## src/rtl/add_res_buf.sv

```systemverilog
// rtl/add_res_buf.sv - FP adder result buffer with class tagging and sticky overflow

// Classifies an FP value from its exponent and mantissa; bit order {nan,inf,sub,zero}.
module add_res_cls #(
  parameter int EXPO_W = 8,
  parameter int MANT_W = 23
) (
  input  logic [EXPO_W-1:0] expo,
  input  logic [MANT_W-1:0] mant,
  output logic [3:0]        cls
);

  // Zero/subnormal share an all-zero exponent; inf/NaN share an all-ones exponent.
  always_comb begin
    cls = 4'b0000;
    if (expo == '0) begin
      if (mant == '0) cls[0] = 1'b1;
      else            cls[1] = 1'b1;
    end else if (&expo) begin
      if (mant == '0) cls[2] = 1'b1;
      else            cls[3] = 1'b1;
    end
  end

endmodule

// Result FIFO behind the adder; the adder cannot stall, so refused pushes set ovf.
module add_res_buf #(
  parameter int SIGN_W = 1,
  parameter int EXPO_W = 8,
  parameter int MANT_W = 23,
  parameter int DEPTH  = 4,
  parameter int FP_W   = SIGN_W + EXPO_W + MANT_W,
  parameter int CNT_W  = $clog2(DEPTH + 1)
) (
  input  logic             clk,
  input  logic             rst_n,
  input  logic             in_vld,
  input  logic [FP_W-1:0]  in_res,
  output logic             in_rdy,
  output logic             out_vld,
  input  logic             out_rdy,
  output logic [FP_W-1:0]  out_res,
  output logic [3:0]       out_cls,
  output logic [CNT_W-1:0] cnt,
  output logic             ovf,
  input  logic             ovf_clr
);

  localparam int PTR_W = $clog2(DEPTH);
  localparam int ENT_W = FP_W + 4;

  logic [ENT_W-1:0] mem_q [DEPTH];
  logic [ENT_W-1:0] mem_d [DEPTH];
  logic [PTR_W-1:0] wr_ptr_q, wr_ptr_d;
  logic [PTR_W-1:0] rd_ptr_q, rd_ptr_d;
  logic [CNT_W-1:0] cnt_q, cnt_d;
  logic             ovf_q, ovf_d;

  logic             push;
  logic             pop;
  logic             drop;
  logic [3:0]       in_cls;
  logic [ENT_W-1:0] head;

  add_res_cls #(
    .EXPO_W(EXPO_W),
    .MANT_W(MANT_W)
  ) u_cls (
    .expo(in_res[MANT_W +: EXPO_W]),
    .mant(in_res[MANT_W-1:0]),
    .cls (in_cls)
  );

  // Handshake decode; full refuses a push even when a pop frees a slot this cycle.
  always_comb begin
    in_rdy  = (cnt_q != CNT_W'(DEPTH));
    out_vld = (cnt_q != '0);
    push    = in_vld & in_rdy;
    pop     = out_vld & out_rdy;
    drop    = in_vld & ~in_rdy;
  end

  // Next-state for storage, pointers, occupancy and the sticky overflow flag.
  always_comb begin
    mem_d    = mem_q;
    wr_ptr_d = wr_ptr_q;
    rd_ptr_d = rd_ptr_q;
    cnt_d    = cnt_q;
    ovf_d    = ovf_q;
    if (push) begin
      mem_d[wr_ptr_q] = {in_res, in_cls};
      wr_ptr_d        = wr_ptr_q + PTR_W'(1);
    end
    if (pop) begin
      rd_ptr_d = rd_ptr_q + PTR_W'(1);
    end
    case ({push, pop})
      2'b10:   cnt_d = cnt_q + CNT_W'(1);
      2'b01:   cnt_d = cnt_q - CNT_W'(1);
      default: cnt_d = cnt_q;
    endcase
    // A fresh drop takes priority over a clear in the same cycle.
    if (drop)         ovf_d = 1'b1;
    else if (ovf_clr) ovf_d = 1'b0;
  end

  // Control state with synchronous active-low reset.
  always_ff @(posedge clk) begin
    if (!rst_n) begin
      wr_ptr_q <= '0;
      rd_ptr_q <= '0;
      cnt_q    <= '0;
      ovf_q    <= 1'b0;
    end else begin
      wr_ptr_q <= wr_ptr_d;
      rd_ptr_q <= rd_ptr_d;
      cnt_q    <= cnt_d;
      ovf_q    <= ovf_d;
    end
  end

  // Storage carries no reset; stale entries are never visible because out_vld gates them.
  always_ff @(posedge clk) begin
    mem_q <= mem_d;
  end

  // Head read is combinational and zeroed when the FIFO is empty.
  always_comb begin
    head    = mem_q[rd_ptr_q];
    out_res = out_vld ? head[ENT_W-1:4] : '0;
    out_cls = out_vld ? head[3:0] : 4'b0000;
    cnt     = cnt_q;
    ovf     = ovf_q;
  end

endmodule

```

## config.mk

```make
export PLATFORM = sky130hd
export DESIGN_NAME = add_res_buf
export DESIGN_NICKNAME = d
export VERILOG_FILES = /design/src/rtl/add_res_buf.sv
export SDC_FILE = /design/constraint.sdc
export NUM_CORES = 1
export LEC_CHECK = 0
export ABC_CLOCK_PERIOD_IN_PS = 4800
export CAP_MARGIN = 20
export CORE_MARGIN = 10
export CORE_UTILIZATION = 50
export CTS_CLUSTER_DIAMETER = 120
export CTS_CLUSTER_SIZE = 16
export DETAILED_ROUTE_END_ITERATION = 8
export PLACE_DENSITY = 0.72
export SLEW_MARGIN = 20
export SYNTH_ARGS = -nofsm -noshare
export SYNTH_HDL_FRONTEND = slang
export SYNTH_SLANG_ARGS = --single-unit
```

## constraint.sdc

```tcl
create_clock -name clk -period 4.8 [get_ports clk]
set_clock_uncertainty 0.1 [all_clocks]
set_input_delay 0.96 -clock clk [delete_from_list [all_inputs] [get_ports clk]]
set_output_delay 0.96 -clock clk [all_outputs]
set_load 0.02 [all_outputs]
```

; ---- Word-level counts from Yosys, hierarchy flattened
; Index checks and enable logic that the tools add are counted.
[op_classes]
magnitude_cmp = 3
reduce_logical = 7
eq_ne = 3
bitwise = 6
addsub = 4
muxes = 16
[ops]
columns = cell, count
row1 = $bwmux 144, 1
row2 = $mux 36, 3
row3 = $bmux 36 s2, 1
row4 = $demux 36 s2, 1
row5 = $mux 32, 1
row6 = $logic_not 23->1, 1
row7 = $logic_not 8->1, 1
row8 = $reduce_and 8->1, 1
row9 = $ge 3x3->1 const B, 2
row10 = $mux 2, 3
row11 = $not 2->3, 2
row12 = $pmux 3 s2, 1
row13 = $add 2x1->2 const B, 2
row14 = $mux 1, 4
row15 = $mux 4, 1
row16 = $reduce_bool 2->1, 2
row17 = $add 3x1->3 const B, 1
row18 = $and 1x1->1, 3
row19 = $lt 3x1->1 const B, 1
row20 = $ne 3x3->1 const B, 1
row21 = $reduce_bool 3->1, 1
row22 = $sub 3x1->3 const B, 1
row23 = $eq 2x1->1 const B, 1
row24 = $eq 2x2->1 const B, 1
row25 = other kinds (2), 2
[word_totals]
inputBits = 37
ff_bits = 152

; ---- Logic depth before layout (Yosys ltp)
[depth]
depth_word = 6
mapped_depth = 9

; ---- By module
; A second synthesis with hierarchy kept.
[unflattened]
hier_cells = 304
area_unflattened_um2 = 6055.8
[by_module_without_submodules]
columns = mod, seq_area_each_um2, cells_each, n_inst, area_each_um2
row1 = add_res_buf, 4484.3, 284, 1, 5920.7
row2 = add_res_cls, 0.0, 20, 1, 135.1

; ---- Worst setup path after synthesis
; OpenSTA, ideal clock, no wires.
[synth_timing]
kind = input port to flip-flop
from = input in_vld
to = register mem_q[0] in the netlist's numbering (enable)
setup_slack_ns = 2.144
arrival_time_ns = 2.159
cell_stages = 2
path_buffers = 1
required_time_ns = 4.303
cell_sequence = clkbuf_1 -> and3_1
[synth_between]
elab_chain_len = 1
[synth_lines]
columns = item, line_no
row1 = start: declaration, 38  ; input logic in_vld,
row2 = $and 1x1->1, 79  ; push = in_vld & in_rdy;
row3 = end signal: assignment, 125  ; mem_q <= mem_d;
row4 = end: declaration, 53  ; logic [ENT_W-1:0] mem_q [DEPTH];
; No other way between the ends.
; A chain may end at the register's enable or synchronous reset.

; ---- Worst setup path in the final report
[layout_timing]
from = register cnt_q[2], in the netlist cnt[2]
to = output out_res[0]
[layout_between]
elab_chain_len = 2
[layout_lines]
columns = item, line_no
row1 = start: declaration, 57  ; logic [CNT_W-1:0] cnt_q, cnt_d;
row2 = start signal: assignment, 118  ; cnt_q <= cnt_d;
row3 = $reduce_bool 3->1, 78  ; out_vld = (cnt_q != '0);
row4 = $mux 32, 131  ; out_res = out_vld ? head[ENT_W-1:4] : '0;
row5 = end: declaration, 43  ; output logic [FP_W-1:0] out_res,
; No other way between the ends.

==> results.sh <==
export IMPL_setup_ws_ns=1.07
export IMPL_place_ws_ns=1.50
export IMPL_tns_ns=0
export IMPL_h_tree_depth=4
export IMPL_synthTopCellsByCount="edfxtp_1 (144), mux4_2 (36), nor2b_1 (26)"
export IMPL_synth_flop_cell="edfxtp_1"
export IMPL_worstReg2RegEnd="cnt[2]"
export IMPL_critPathKind="flop to output pin"
export IMPL_synth_warnings=0
export IMPL_synthTopCellsByArea="edfxtp_1 (71%), mux4_2 (13%), nor2b_1 (2.7%), dfxtp_1 (2.6%), and2b_1 (1.2%)"
export IMPL_end_kind="output pin"
export IMPL_fin_nets=432
export IMPL_synth_most_common_cell="edfxtp_1"
export IMPL_initial_core_util_pct=50.7
export IMPL_hold_slack_ns=0.371
export IMPL_slew_headroom_pct=32.7
export IMPL_vias_per_cell=5.55
export IMPL_drtIter0Drc=280
export IMPL_hold_start="ovf"
export IMPL_drt_wirelength_per_cell_um=21.8
export IMPL_synth_seq_cells=152
export IMPL_std_cell_rows=40
export IMPL_async_reset_ff_share_pct=0
export IMPL_synth_largest_area_cell="edfxtp_1"
export IMPL_grt_total_usage_pct=15.0
export IMPL_die_area_um2=16900
export IMPL_holdPathEnd="ovf"
export IMPL_core_area_um2=12000
export IMPL_clk_pin_slew_ns=0.06
export IMPL_post_cts_resized=0
export IMPL_ff2ff_path_depth=8
export IMPL_powerDensity_nw_per_um2=583
export IMPL_setup_viol=0
export IMPL_cp_max_fo=26
export IMPL_portBuffers=78
export IMPL_fin_crit_sh_pct=77.7
export IMPL_grt_pass1_vias=3339
export IMPL_hold_path_class="flop to flop"
export IMPL_max_freq_mhz=268
export IMPL_io_pins=79
export IMPL_outcome="finished, final reports clean"
export IMPL_p_leak_nw=2.46
export IMPL_utilization_pct=63.0
export IMPL_routed_wl_mm=12.0
export IMPL_overflow=0
export IMPL_grt_pass1_wl_mm=18.8
export IMPL_route_detailed_drc=0
export IMPL_syn_num_nets=345
export IMPL_clock_latency_ns=0.41
export IMPL_areaGrowthSynthToFinish_pct=24.4
export IMPL_cts_buffers=17
export IMPL_cts_hold_buf=0
export IMPL_die_y_um=130
export IMPL_postCtsSetupBuffers=0
export IMPL_fin_crit_ns=3.73
export IMPL_hpwl_mm=7.24
export IMPL_fillCellCount=868
export IMPL_synth_edff_count=144
export IMPL_drv_cap=0
export IMPL_ant_nets=0
export IMPL_cts_tree="yes"
export IMPL_cts_buffer_depth=2
export IMPL_syn_cell_area_um2=6060
export IMPL_yosysSeqAreaShare_pct=74.0
export IMPL_synth_top_area_share_pct=71.3
export IMPL_antenna_found_initial=0
export IMPL_rr_startpoint="cnt[2]"
export IMPL_seqCellArea_um2=4490
export IMPL_p_clk_share_pct=28.6
export IMPL_critPathLaunch="cnt[2]"
export IMPL_route_vias_total=3045
export IMPL_combPwrFrac_pct=33.6
export IMPL_worst_slew_pin_slew_ns=1.01
export IMPL_clock_sinks=152
export IMPL_gp_congestion=0.711
export IMPL_cts_root_buf="clkbuf_16"
export IMPL_drt_pass1_iter_count=4
export IMPL_placed_area_um2=6970
export IMPL_syn_area_per_cell_um2=20.1
export IMPL_drive_gt1_share_pct=19.7
export IMPL_grt_max_degree=37
export IMPL_diodes=0
export IMPL_holdPathStages=2
export IMPL_multiInputGateArea_um2=1450
export IMPL_crit_required_ns=3.74
export IMPL_die_width_um=130
export IMPL_rsz0062_at_grt="false"
export IMPL_critPathArrivalTime_ns=2.67
export IMPL_fin_area_um2=7540
export IMPL_r2r_setup_slack_ns=2.20
export IMPL_yosys_cell_types_count=34
export IMPL_peakVddDrop_uv=284
export IMPL_drv_slew=0
export IMPL_switching_share_pct=31.0
export IMPL_cp_start_kind="flop"
export IMPL_switchingPower_mw=1.36
export IMPL_seq_power_share_pct=37.8
export IMPL_synth_cells=302
export IMPL_intPower_mw=3.03
export IMPL_finalHoldViolations=0
placed cells by master (no fill, tap or decap), types with 5 or more instances in the layout:
| cell type | instances |
|---|---|
| ha_1 | 5 |
| clkdlybuf4s50_1 | 78 |
| dfxtp_1 | 6 |
| nor4_1 | 7 |
| mux4_2 | 36 |
| nor2b_1 | 26 |
| nor2_1 | 5 |
| clkbuf_16 | 17 |
| and2b_1 | 10 |
| inv_1 | 8 |
| edfxtp_1 | 144 |
| inv_6 | 5 |
| a21oi_1 | 6 |
flip-flops by register name, summed over array words and instances (netlist names):
register	count
mem_q	144
cnt	3
rd_ptr_q	2
wr_ptr_q	2
ovf	1
stage by stage:
step	std cells	total power, mW
2_1_floorplan	302	2.58
3_3_place_gp	517	3.17
3_5_place_dp	517	3.19
4_1_cts	549	4.45
5_1_grt	549	4.60
6_report	549	4.39
worst max-delay path by stage:
stage                        to  cells past startpoint
floorplan              mem_q[0]                      2
global placement    out_res[26]                      4
detailed placement   out_res[0]                      4
CTS                  out_res[0]                      4
global route        out_res[24]                      4
finish               out_res[0]                      4
worst max-delay path, stage by stage (launching register included):
cell and delay, ns:
dfxtp_1 0.40, nor3_4 0.62, buf_4 0.43, and2b_1 0.24, clkdlybuf4s50_1 0.56
cell families after synthesis:
kind of cell | share of synthesized area (%)
simple gates | 7.24
fa+ha+maj | 1.36
compound gates | 1.24
xor+xnor | 0.578
buf+inv | 2.23
mux | 13.4
flops | 74.0
layout make-up:
type | instances | share of cell area (%)
Clock buffer | 17 | 5.64
Multi-Input combinational cell | 129 | 19.3
Timing Repair Buffer | 81 | 10.8
Tap cell | 147 | 2.44
Inverter | 8 | 0.398
Clock inverter | 15 | 1.89
Sequential cell | 152 | 59.5
power by group through the flow:
stage	Sequential [mW]	Clock [mW]	Combinational (mW)
6_report	1.66	1.25	1.48
2_1_floorplan	1.65	0	0.924
3_3_place_gp	1.68	0	1.49
4_1_cts	1.66	1.28	1.51
5_1_grt	1.67	1.34	1.59
3_5_place_dp	1.69	0	1.50
routing by layer:
metal	vias to the layer above	wire (um)	GRT usage (%)
met1	1547	4950	18.2
met2	100	6050	24.2
met5	-	0	0
met3	10	847	5.88
li1	1388	-	-
met4	0	116	5.09
No activity file was read; power rests on OpenSTA's default activity.
